<file path="src/rtl/fpu_norm_round.sv">
// Iterative normalize-and-round stage: shifts the raw mantissa one bit per clock, applies
// round-to-nearest-even and packs an IEEE-754 single with overflow/underflow/inexact flags.
module fpu_norm_round #(
    parameter int unsigned MANT_W = 48
) (
    input  logic              clk,
    input  logic              arst,
    input  logic              in_valid,
    output logic              in_ready,
    input  logic              in_sign,
    input  logic [9:0]        in_exp,
    input  logic [MANT_W-1:0] in_mant,
    output logic              out_valid,
    input  logic              out_ready,
    output logic [31:0]       out_result,
    output logic              out_ovf,
    output logic              out_unf,
    output logic              out_inexact,
    output logic              busy
);

    typedef enum logic [1:0] {StIdle, StNorm, StRound, StDone} state_e;

    state_e             state_q, state_d;
    logic               sign_q, sign_d;
    logic signed [10:0] exp_q, exp_d;
    logic [MANT_W-1:0]  mant_q, mant_d;
    logic               sticky_q, sticky_d;
    logic [31:0]        result_q, result_d;
    logic               ovf_q, ovf_d;
    logic               unf_q, unf_d;
    logic               inexact_q, inexact_d;

    logic [22:0]        frac;
    logic               guard;
    logic               sticky_all;
    logic               round_up;
    logic [23:0]        frac_inc;
    logic signed [10:0] exp_rnd;
    logic signed [10:0] biased;

    // Rounding datapath, only meaningful once the mantissa is normalized.
    assign frac       = mant_q[MANT_W-3 -: 23];
    assign guard      = mant_q[MANT_W-26];
    assign sticky_all = sticky_q | (|mant_q[MANT_W-27:0]);
    assign round_up   = guard & (sticky_all | frac[0]);
    assign frac_inc   = {1'b0, frac} + {23'd0, round_up};
    assign exp_rnd    = exp_q + $signed({10'd0, frac_inc[23]});
    assign biased     = exp_rnd + 11'sd127;

    always_comb begin
        state_d   = state_q;
        sign_d    = sign_q;
        exp_d     = exp_q;
        mant_d    = mant_q;
        sticky_d  = sticky_q;
        result_d  = result_q;
        ovf_d     = ovf_q;
        unf_d     = unf_q;
        inexact_d = inexact_q;
        case (state_q)
            StIdle: begin
                if (in_valid) begin
                    sign_d   = in_sign;
                    exp_d    = {in_exp[9], in_exp};
                    mant_d   = in_mant;
                    sticky_d = 1'b0;
                    state_d  = StNorm;
                end
            end
            StNorm: begin
                // A zero mantissa still spends one cycle in ROUND so its latency is two edges.
                if (mant_q == '0) begin
                    state_d = StRound;
                end else if (mant_q[MANT_W-1]) begin
                    mant_d   = mant_q >> 1;
                    sticky_d = sticky_q | mant_q[0];
                    exp_d    = exp_q + 11'sd1;
                end else if (!mant_q[MANT_W-2]) begin
                    mant_d = mant_q << 1;
                    exp_d  = exp_q - 11'sd1;
                end else begin
                    state_d = StRound;
                end
            end
            StRound: begin
                state_d = StDone;
                ovf_d   = 1'b0;
                unf_d   = 1'b0;
                if (mant_q == '0) begin
                    result_d  = {sign_q, 31'b0};
                    inexact_d = 1'b0;
                end else if (biased >= 11'sd255) begin
                    result_d  = {sign_q, 8'hFF, 23'b0};
                    ovf_d     = 1'b1;
                    inexact_d = 1'b1;
                end else if (biased <= 11'sd0) begin
                    result_d  = {sign_q, 31'b0};
                    unf_d     = 1'b1;
                    inexact_d = 1'b1;
                end else begin
                    result_d  = {sign_q, biased[7:0], frac_inc[22:0]};
                    inexact_d = guard | sticky_all;
                end
            end
            StDone: begin
                if (out_ready) begin
                    state_d = StIdle;
                end
            end
            default: state_d = StIdle;
        endcase
    end

    always_ff @(posedge clk or posedge arst) begin
        if (arst) begin
            state_q   <= StIdle;
            sign_q    <= 1'b0;
            exp_q     <= '0;
            mant_q    <= '0;
            sticky_q  <= 1'b0;
            result_q  <= '0;
            ovf_q     <= 1'b0;
            unf_q     <= 1'b0;
            inexact_q <= 1'b0;
        end else begin
            state_q   <= state_d;
            sign_q    <= sign_d;
            exp_q     <= exp_d;
            mant_q    <= mant_d;
            sticky_q  <= sticky_d;
            result_q  <= result_d;
            ovf_q     <= ovf_d;
            unf_q     <= unf_d;
            inexact_q <= inexact_d;
        end
    end

    assign in_ready    = (state_q == StIdle);
    assign busy        = (state_q != StIdle);
    assign out_valid   = (state_q == StDone);
    assign out_result  = result_q;
    assign out_ovf     = ovf_q;
    assign out_unf     = unf_q;
    assign out_inexact = inexact_q;

endmodule

</file>
<file path="config.mk">
export PLATFORM = sky130hd
export DESIGN_NAME = fpu_norm_round
export DESIGN_NICKNAME = d
export VERILOG_FILES = /design/src/rtl/fpu_norm_round.sv
export SDC_FILE = /design/constraint.sdc
export NUM_CORES = 1
export LEC_CHECK = 0
export BUFFER_PORTS_ARGS = -buffer_cell sky130_fd_sc_hd__buf_2
export CORE_MARGIN = 2
export CORE_UTILIZATION = 50
export CTS_CLUSTER_DIAMETER = 80
export DETAILED_ROUTE_END_ITERATION = 7
export PLACE_DENSITY = 0.76
export SLEW_MARGIN = 10
export SYNTH_ARGS = -nofsm -noshare
export SYNTH_HDL_FRONTEND = slang
export SYNTH_SLANG_ARGS = --single-unit
</file>
<file path="constraint.sdc">
create_clock -name clk -period 3.3 [get_ports clk]
set_input_delay 0.33 -clock clk [delete_from_list [all_inputs] [get_ports clk]]
set_output_delay 0.33 -clock clk [all_outputs]
set_load 0.03 [all_outputs]
</file>
* Word-level counts from Yosys, hierarchy flattened
Cells that the tools add are included.
W data, S select, Z words.
** Storage, ports and cells
- Register bits :: 98
- Logic and storage cells :: 73
** Operators by class
- Add/subtract/negate cells :: 5
- Order comparisons :: 2
- Equal/unequal tests :: 10
- Multiplexer cells :: 31
- Bitwise gates (word level) :: 5
- Reductions and logical operators :: 10
** Operators by type and width (count)
- $mux W48 :: 2
- $pmux W48 S2 :: 1
- $mux W47 :: 2
- $mux W31 :: 3
- $logic_not A48 Y1 :: 1
- $mux W11 :: 4
- $add A23 B1 Y24 :: 1
- $pmux W11 S2 :: 1
- $reduce_or A22 Y1 :: 1
- $reduce_and A4 Y1 :: 3
- $add A11 B2 Y11 :: 1
- $add A11 B2 Y11 const B :: 1
- $add A11 B8 Y11 const B :: 1
- $ge A11 B9 Y1 const B :: 1
- $le A11 B1 Y1 const B :: 1
- $mux W1 :: 11
- $sub A11 B2 Y11 const B :: 1
- $mux W2 :: 5
- $ne A3 B3 Y1 const B :: 3
- $pmux W2 S4 :: 1
- $ne A2 B2 Y1 const B :: 3
- $eq A2 B2 Y1 const B :: 2
- $or A1 B1 Y1 :: 4
- $reduce_bool A2 Y1 :: 2
- 7 further kinds :: 7

* Logic depth before layout (Yosys ltp)
Gate-level depths: netlist of run 1.
- Word-level depth :: 11
- Gate-level depth with buffers :: 17
- Gate-level depth less buffers :: 13

* Worst setup path before layout of run 1
OpenSTA, ideal clock, no wires.
- Path type :: flip-flop to flip-flop
- Start :: register mant_q[26]
- End :: register result_q[0], in the netlist out_result[0]
- Setup time :: 75 ps
- Arrival :: 3248 ps
- Data required time :: 3225 ps
- Path slack :: -23 ps
- Cell stages (with the launch flop) :: 18
- Path buffers :: 4
- Period minus slack after synthesis :: 3323 ps
- Cells stage by stage :: dfrtp_1 > clkbuf_1 > and3_1 > and3_1 > clkbuf_1 > nand3_1 > nor3_1 > nand2_1 > ha_1 > ha_1 > or3b_4 > nand4_1 > a21oi_1 > o32ai_2 > or3_1 > buf_6 > buf_8 > o2bb2ai_2
** On the way
- Cells in the longest elaborated chain, start to end :: 7
- Elaborated cells on any way between the ends :: 9
** Ends and longest elaborated chain
- start, declared :: RTL line 27 : logic [MANT_W-1:0] mant_q, mant_d;
- start signal, assigned :: RTL line 130 : mant_q <= mant_d;
- $add A23 B1 Y24 :: RTL line 47 : assign frac_inc = {1'b0, frac} + {23'd0, round_up};
- $add A11 B2 Y11 :: RTL line 48 : assign exp_rnd = exp_q + $signed({10'd0, frac_inc[23]});
- $add A11 B8 Y11 :: RTL line 49 : assign biased = exp_rnd + 11'sd127;
- $le A11 B1 Y1 :: RTL line 97 : end else if (biased <= 11'sd0) begin
- $mux W31 :: RTL line 97
- $mux W31 :: RTL line 93 : end else if (biased >= 11'sd255) begin
- $mux W31 (*) :: RTL line 90 : if (mant_q == '0) begin
- end signal, assigned :: RTL line 132 : result_q <= result_d;
- end, declared :: RTL line 29 : logic [31:0] result_q, result_d;
Mark *: on every way between the ends. The rest lies on a longest branch, timed or not.
A chain may end at the register's enable or synchronous reset.

* Final worst setup path of run 1
- Start :: register mant_q[36]
- End :: register result_q[14], in the netlist out_result[14]
The elaborated chain is that of the path after synthesis.

==> results.cfg, run 1 <==
[grt]
overflow = 0
grt_max_degree = 83
grt_pass1_vias = 5350
antenna_found_initial = 1
grt_usage_pct = 24.2
grt_pass1_wl_microns = 25900

[logic_synthesis]
ys_seq_elements = 98
synthDistinctLibCells = 71
postSynth.asyncResetShare_pct = 100
avgSynthCellArea_sq_um = 9.37
synthCells = 681
yosysWarnings = 0
synth_nets = 761
synth_edf_count = 0
seq_area_frac_synth_pct = 38.4
synth-main-ff-cell = dfrtp_1
synth_area_sq_um = 6380

[timing]
worst_pin_slew_ps = 776
grt_setup_unrepaired = false
fin_skew_ps = 7.59
slew_headroom_pct = 48.3
hold_viol = 0
setup_viol = 0
slew_viol_final = 0
fmax_mhz = 313
worst_hold_slack_ps = 119
fin_crit_sh_pct = 96.7
layout_min_cycle_time_ps = 3190

[route]
wl_per_cell_microns = 17.2
antenna_left = 0
drc = 0
dr.pass1.iters = 5
vias = 5559
drt_iter0_drc = 472
vias_per_cell = 5.91
wl_microns = 16100

[place]
post_dp_cell_area_sq_um = 7070
place_congestion = 0.880
dp_hpwl_microns = 11300
io_buffers = 100

[clock_tree]
cts.reportedPaths.clkPinSlew_ps = 70
cts_hold_buf = 0
cts_buffers = 9
clock-sinks = 98
clk_latency_ps = 360
htreeDepth = 3
cts.path.max_buffers = 2
cts-root-buf = clkbuf_16
cts_tree = done

[layout]
final_common_cell = buf_2
post-route-cell-area_sq_um = 7470
n_antenna_cell = 0
final_cell_mix = buf_2, dfrtp_1, nor2_1
nets = 843
syn_to_final_growth_pct = 17.1
drive_gt1_share_pct = 27.0

[status]
status = completed

[pwr]
p_clk_share_pct = 13.2
p_int_mw = 4.30
ir_drop_v = 0.000587
switchingPower_mw = 3.87
power.share.switching_pct = 47.4
power_per_cell_area_nw_per_um2 = 1090
p_seq_share_pct = 27.9
total_power_mw = 8.17
p_leak_nw = 3.41
comb_power_share_pct = 58.9

[setup_path]
reg2reg_from = mant_q[36]$_DFFE_PP0P_
critPathMaxStageDelay_ps = 420
path_cells = and3_1, and3_1, nand2_2, nor3_2, nand2_2, ha_4, ha_4, or3b_4, nor3_4, xnor2_2, o32ai_2, or3_4, buf_12, o31ai_2
crit_family = simple AND/OR/NAND/NOR gates
crit_buf_inv = 1
critical_path_class = register to register
r2r_slack_ps = 110
critPathMaxFanout = 18
required_ps = 3560
reg2reg_to = out_result[14]$_DFFE_PP0P_
slowest_stage = or3b_4
worstRegToRegCells = 14
cp-end-kind = register
crit_path_start_kind = register
cp.depth = 14
cp.arrival_ps = 3450

[die]
die_area_sq_um = 13700
coreArea_sq_um = 12500
pin_count = 101
start_util_pct = 51.0
die_h_microns = 117
rows = 41
die_w_microns = 117

[flow_run]
maxCapViolCount = 0

[hold_path]
hold_class = primary input to asynchronous set/reset pin
logic make-up (layout without fill, tap and decap cells):
| group | count (synthesis) | in the layout | share of synthesized area (%) |
|---|---|---|---|
| DFF | 98 | 98 | 38.4 |
| and+or+nand+nor | 196 | 196 | 16.6 |
| adders and majority gates | 17 | 17 | 3.45 |
| buffers and inverters | 83 | 170 | 6.32 |
| xor gates and xnor gates | 36 | 36 | 5.06 |
| AOI/OAI and AO/OA | 239 | 239 | 28.2 |
| muxes | 12 | 12 | 1.94 |
how the worst max path moves through the flow:
stage                                start                    endpoint  slack (ps)
global placement    mant_q[29]$_DFFE_PP0P_  out_result[14]$_DFFE_PP0P_          90
global route        mant_q[27]$_DFFE_PP0P_  out_result[14]$_DFFE_PP0P_          20
detailed placement  mant_q[29]$_DFFE_PP0P_  out_result[14]$_DFFE_PP0P_         -80
CTS                 mant_q[29]$_DFFE_PP0P_  out_result[22]$_DFFE_PP0P_         0.8
floorplan           mant_q[22]$_DFFE_PP0P_   out_result[0]$_DFFE_PP0P_          70
finish              mant_q[36]$_DFFE_PP0P_  out_result[14]$_DFFE_PP0P_         110
cell usage after synthesis, types with 5 or more instances:
cell type / instances / area share (%)
nor2_1: 61 / 3.6
a22oi_1: 44 / 5.2
nand4_1: 8 / 0.78
o2bb2ai_2: 10 / 2.4
dfrtp_1: 98 / 38
o2bb2ai_1: 11 / 1.5
clkbuf_1: 40 / 2.4
and3_1: 9 / 0.88
nand2_1: 54 / 3.2
nand3_1: 10 / 0.78
nor3_1: 7 / 0.55
a21oi_1: 13 / 1.0
a211oi_1: 46 / 5.4
nor2b_1: 6 / 0.59
xnor2_1: 26 / 3.6
nor4_2: 6 / 1.2
inv_1: 18 / 1.1
o21ai_0: 33 / 2.6
buf_6: 7 / 1.2
a21o_1: 46 / 5.4
buf_2: 13 / 1.0
ha_1: 16 / 3.1
nor4_1: 5 / 0.49
o31ai_1: 5 / 0.59
mux2i_1: 9 / 1.4
xor2_1: 9 / 1.2
power groups by stage:
| stage | Combinational [mW] | Sequential, mW | Clock, mW |
|---|---|---|---|
| 6_report | 4.81 | 2.28 | 1.08 |
| 3_3_place_gp | 4.50 | 2.24 | 0 |
| 5_1_grt | 5.28 | 2.35 | 1.13 |
| 4_1_cts | 4.71 | 2.25 | 1.09 |
| 2_1_floorplan | 3.49 | 2.35 | 0 |
| 3_5_place_dp | 4.66 | 2.27 | 0 |
through the flow:
stage	util (%)	std cells	TNS, ps	worst slack [ps]
2_1_floorplan	-	681	0	66.4
3_3_place_gp	56.5	924	0	85.2
3_5_place_dp	56.5	924	-237	-77.0
4_1_cts	59.0	940	0	0.780
5_1_grt	59.7	940	0	22.8
6_report	59.7	940	0	110
cell type report:
class	count	area [sq um]
Clock buffer	9	225
Clock inverter	7	75.1
Fill cell	1112	5050
Inverter	19	73.8
Multi-Input combinational cell	500	3630
Sequential cell	98	2450
Tap cell	172	215
Timing Repair Buffer	135	801
layer usage:
| metal | up-vias | GRT usage, % | part of all wire, % |
|---|---|---|---|
| li1 | 2668 | - | - |
| met1 | 2659 | 32.5 | 45 |
| met2 | 197 | 38.2 | 46 |
| met3 | 33 | 4.33 | 5.9 |
| met4 | 2 | 11.8 | 2.7 |
| met5 | - | 0 | 0.087 |
state kept, by name, indices dropped and copies added (netlist names):
| register | count |
|---|---|
| out_ovf | 1 |
| sign_q | 1 |
| mant_q | 48 |
| state_q | 2 |
| out_unf | 1 |
| exp_q | 11 |
| sticky_q | 1 |
| out_inexact | 1 |
| out_result | 32 |
what timing repair did:
action,in CTS,in global routing
setup endpoints to repair,9,24
gates resized for setup,5,18
pin swaps,0,5
setup buffers,0,0
(Power assumes the default switching activity.)
==> run 2, diff against run 1 <==
- CORE_ASPECT_RATIO: unset -> 0.9
==> run 2 against run 1 <==
Compared with the run above:
- utilization decreased by 0.53 points
- clock power increased by 6%
- via count about the same
- flip-flop and latch count did not move
- non-clock buffer count rose by 5
- wire length fell by 1.8%
- power increased by 0.33%
- maximum frequency increased by 1.2%
- sequential share of layout area rose by 0.10 points
==> results.cfg, run 2 (synthesized netlist as in run 1, its figures left out) <==
[status]
status = completed

[route]
dr.pass1.iters = 5
drt_iter0_drc = 406
drc = 0
vias = 5563
wl_microns = 15900
vias_per_cell = 5.94
wl_per_cell_microns = 16.9
antenna_left = 0

[grt]
grt_usage_pct = 23.8
overflow = 0
grt_pass1_wl_microns = 25900
grt_pass1_vias = 5172
grt_max_degree = 100
antenna_found_initial = 1

[layout]
utilization_pct = 59.2
final_cell_mix = buf_2, dfrtp_1, nor2_1
syn_to_final_growth_pct = 16.8
largest_register = mant_q
n_antenna_cell = 0
largest_register_ff_count = 48
post-route-cell-area_sq_um = 7450
fillCellCount = 1085
nets = 848
final_common_cell = buf_2
drive_gt1_share_pct = 25.9

[setup_path]
required_ps = 3580
critPathMaxFanout = 10
cp.arrival_ps = 3430
cp-end-kind = register
critical_path_class = register to register
crit_path_start_kind = register

[timing]
fmax_mhz = 317
setup_viol = 0
fin_crit_sh_pct = 95.5
slew_viol_final = 0
setup_slack_ps = 149
fin_skew_ps = 6.45
layout_min_cycle_time_ps = 3150
worst_hold_slack_ps = 26.0
hold_viol = 0
worst_pin_slew_ps = 932
grt_setup_unrepaired = false
slew_headroom_pct = 37.9

[flow_run]
maxCapViolCount = 0

[pwr]
total_power_mw = 8.19
ir_drop_v = 0.000521
p_leak_nw = 3.43
power_per_cell_area_nw_per_um2 = 1100

[die]
die_w_microns = 123
coreArea_sq_um = 12600
pin_count = 101
start_util_pct = 50.7
rows = 39
die_h_microns = 111
die_area_sq_um = 13700

[place]
dp_hpwl_microns = 11400
post_dp_cell_area_sq_um = 7100
io_buffers = 100
place_congestion = 0.910
pre_cts_ws_ps = -71.0

[clock_tree]
cts-root-buf = clkbuf_16
htreeDepth = 3
cts.reportedPaths.clkPinSlew_ps = 60
cts_hold_buf = 0
cts.path.max_buffers = 2
cts_buffers = 9
clk_latency_ps = 360
cts_tree = done
cts_setup_buffers = 0
clock-sinks = 98

[hold_path]
hold_class = primary input to asynchronous set/reset pin
[run 2: layout make-up]
cell class,instances,area [sq um],area share (%)
multi-input cells,500,3570,48.0
well taps,164,205,2.76
inverters,19,73.8,0.991
repair buffers,140,826,11.1
clock inverters,6,90.1,1.21
flip-flops and latches,98,2450,32.9
clock buffers,10,229,3.07
[run 2: critical path, stage by stage, from the launching register on]
cell	delay, ps
dfrtp_1	380
and3_1	200
and3_1	210
nand2_1	110
nor3_1	60
nand2_1	70
ha_2	220
ha_4	170
or3b_4	410
nor3_2	140
xnor2_1	180
o32ai_2	140
buf_4	180
or3b_4	430
o2bb2ai_1	170
[run 2: power by group]
group | switching [mW] | leakage [nW] | internal, mW | total, mW
registers | 0.516 | 1.25 | 1.71 | 2.23
clock network | 0.470 | 0.158 | 0.668 | 1.14
logic | 2.82 | 2.02 | 2.00 | 4.83
total | 3.81 | 3.43 | 4.38 | 8.19
[run 2: metal layers]
layer	GRT usage (%)	vias to the layer above	part of all wire, %	wire length, microns
li1	-	2672	-	-
met1	33.7	2659	46	7230
met2	36.8	208	46	7280
met3	5.61	22	6.9	1090
met4	5.45	2	1.6	250
met5	0	-	0.082	13
[run 2: final timing paths]
path / start / end / slack (ps) / depth (start not counted)
max reg2reg: mant_q[36]$_DFFE_PP0P_ / out_result[18]$_DFFE_PP0P_ / 150 / 14
min in group clk: in_sign / sign_q$_DFFE_PP0P_ / 220 / 2
max in group asynchronous: arst / mant_q[33]$_DFFE_PP0P_ / 2450 / 3
max: mant_q[36]$_DFFE_PP0P_ / out_result[18]$_DFFE_PP0P_ / 150 / 14
min: arst / out_result[23]$_DFFE_PP0P_ / 30 / 2
min reg2reg: out_result[6]$_DFFE_PP0P_ / out_result[6]$_DFFE_PP0P_ / 490 / 2
[run 2: repair_timing]
item,4_1_cts,5_1_grt
endpoints found under the setup margin,12,21
pin swaps,0,1
resized for setup,1,5
[run 2: metrics by stage]
step,instances,setup TNS (ps)
after floorplan,681,0
after global placement,921,0
after detailed placement,921,-584
after CTS,937,0
after global routing,937,0
final,937,0
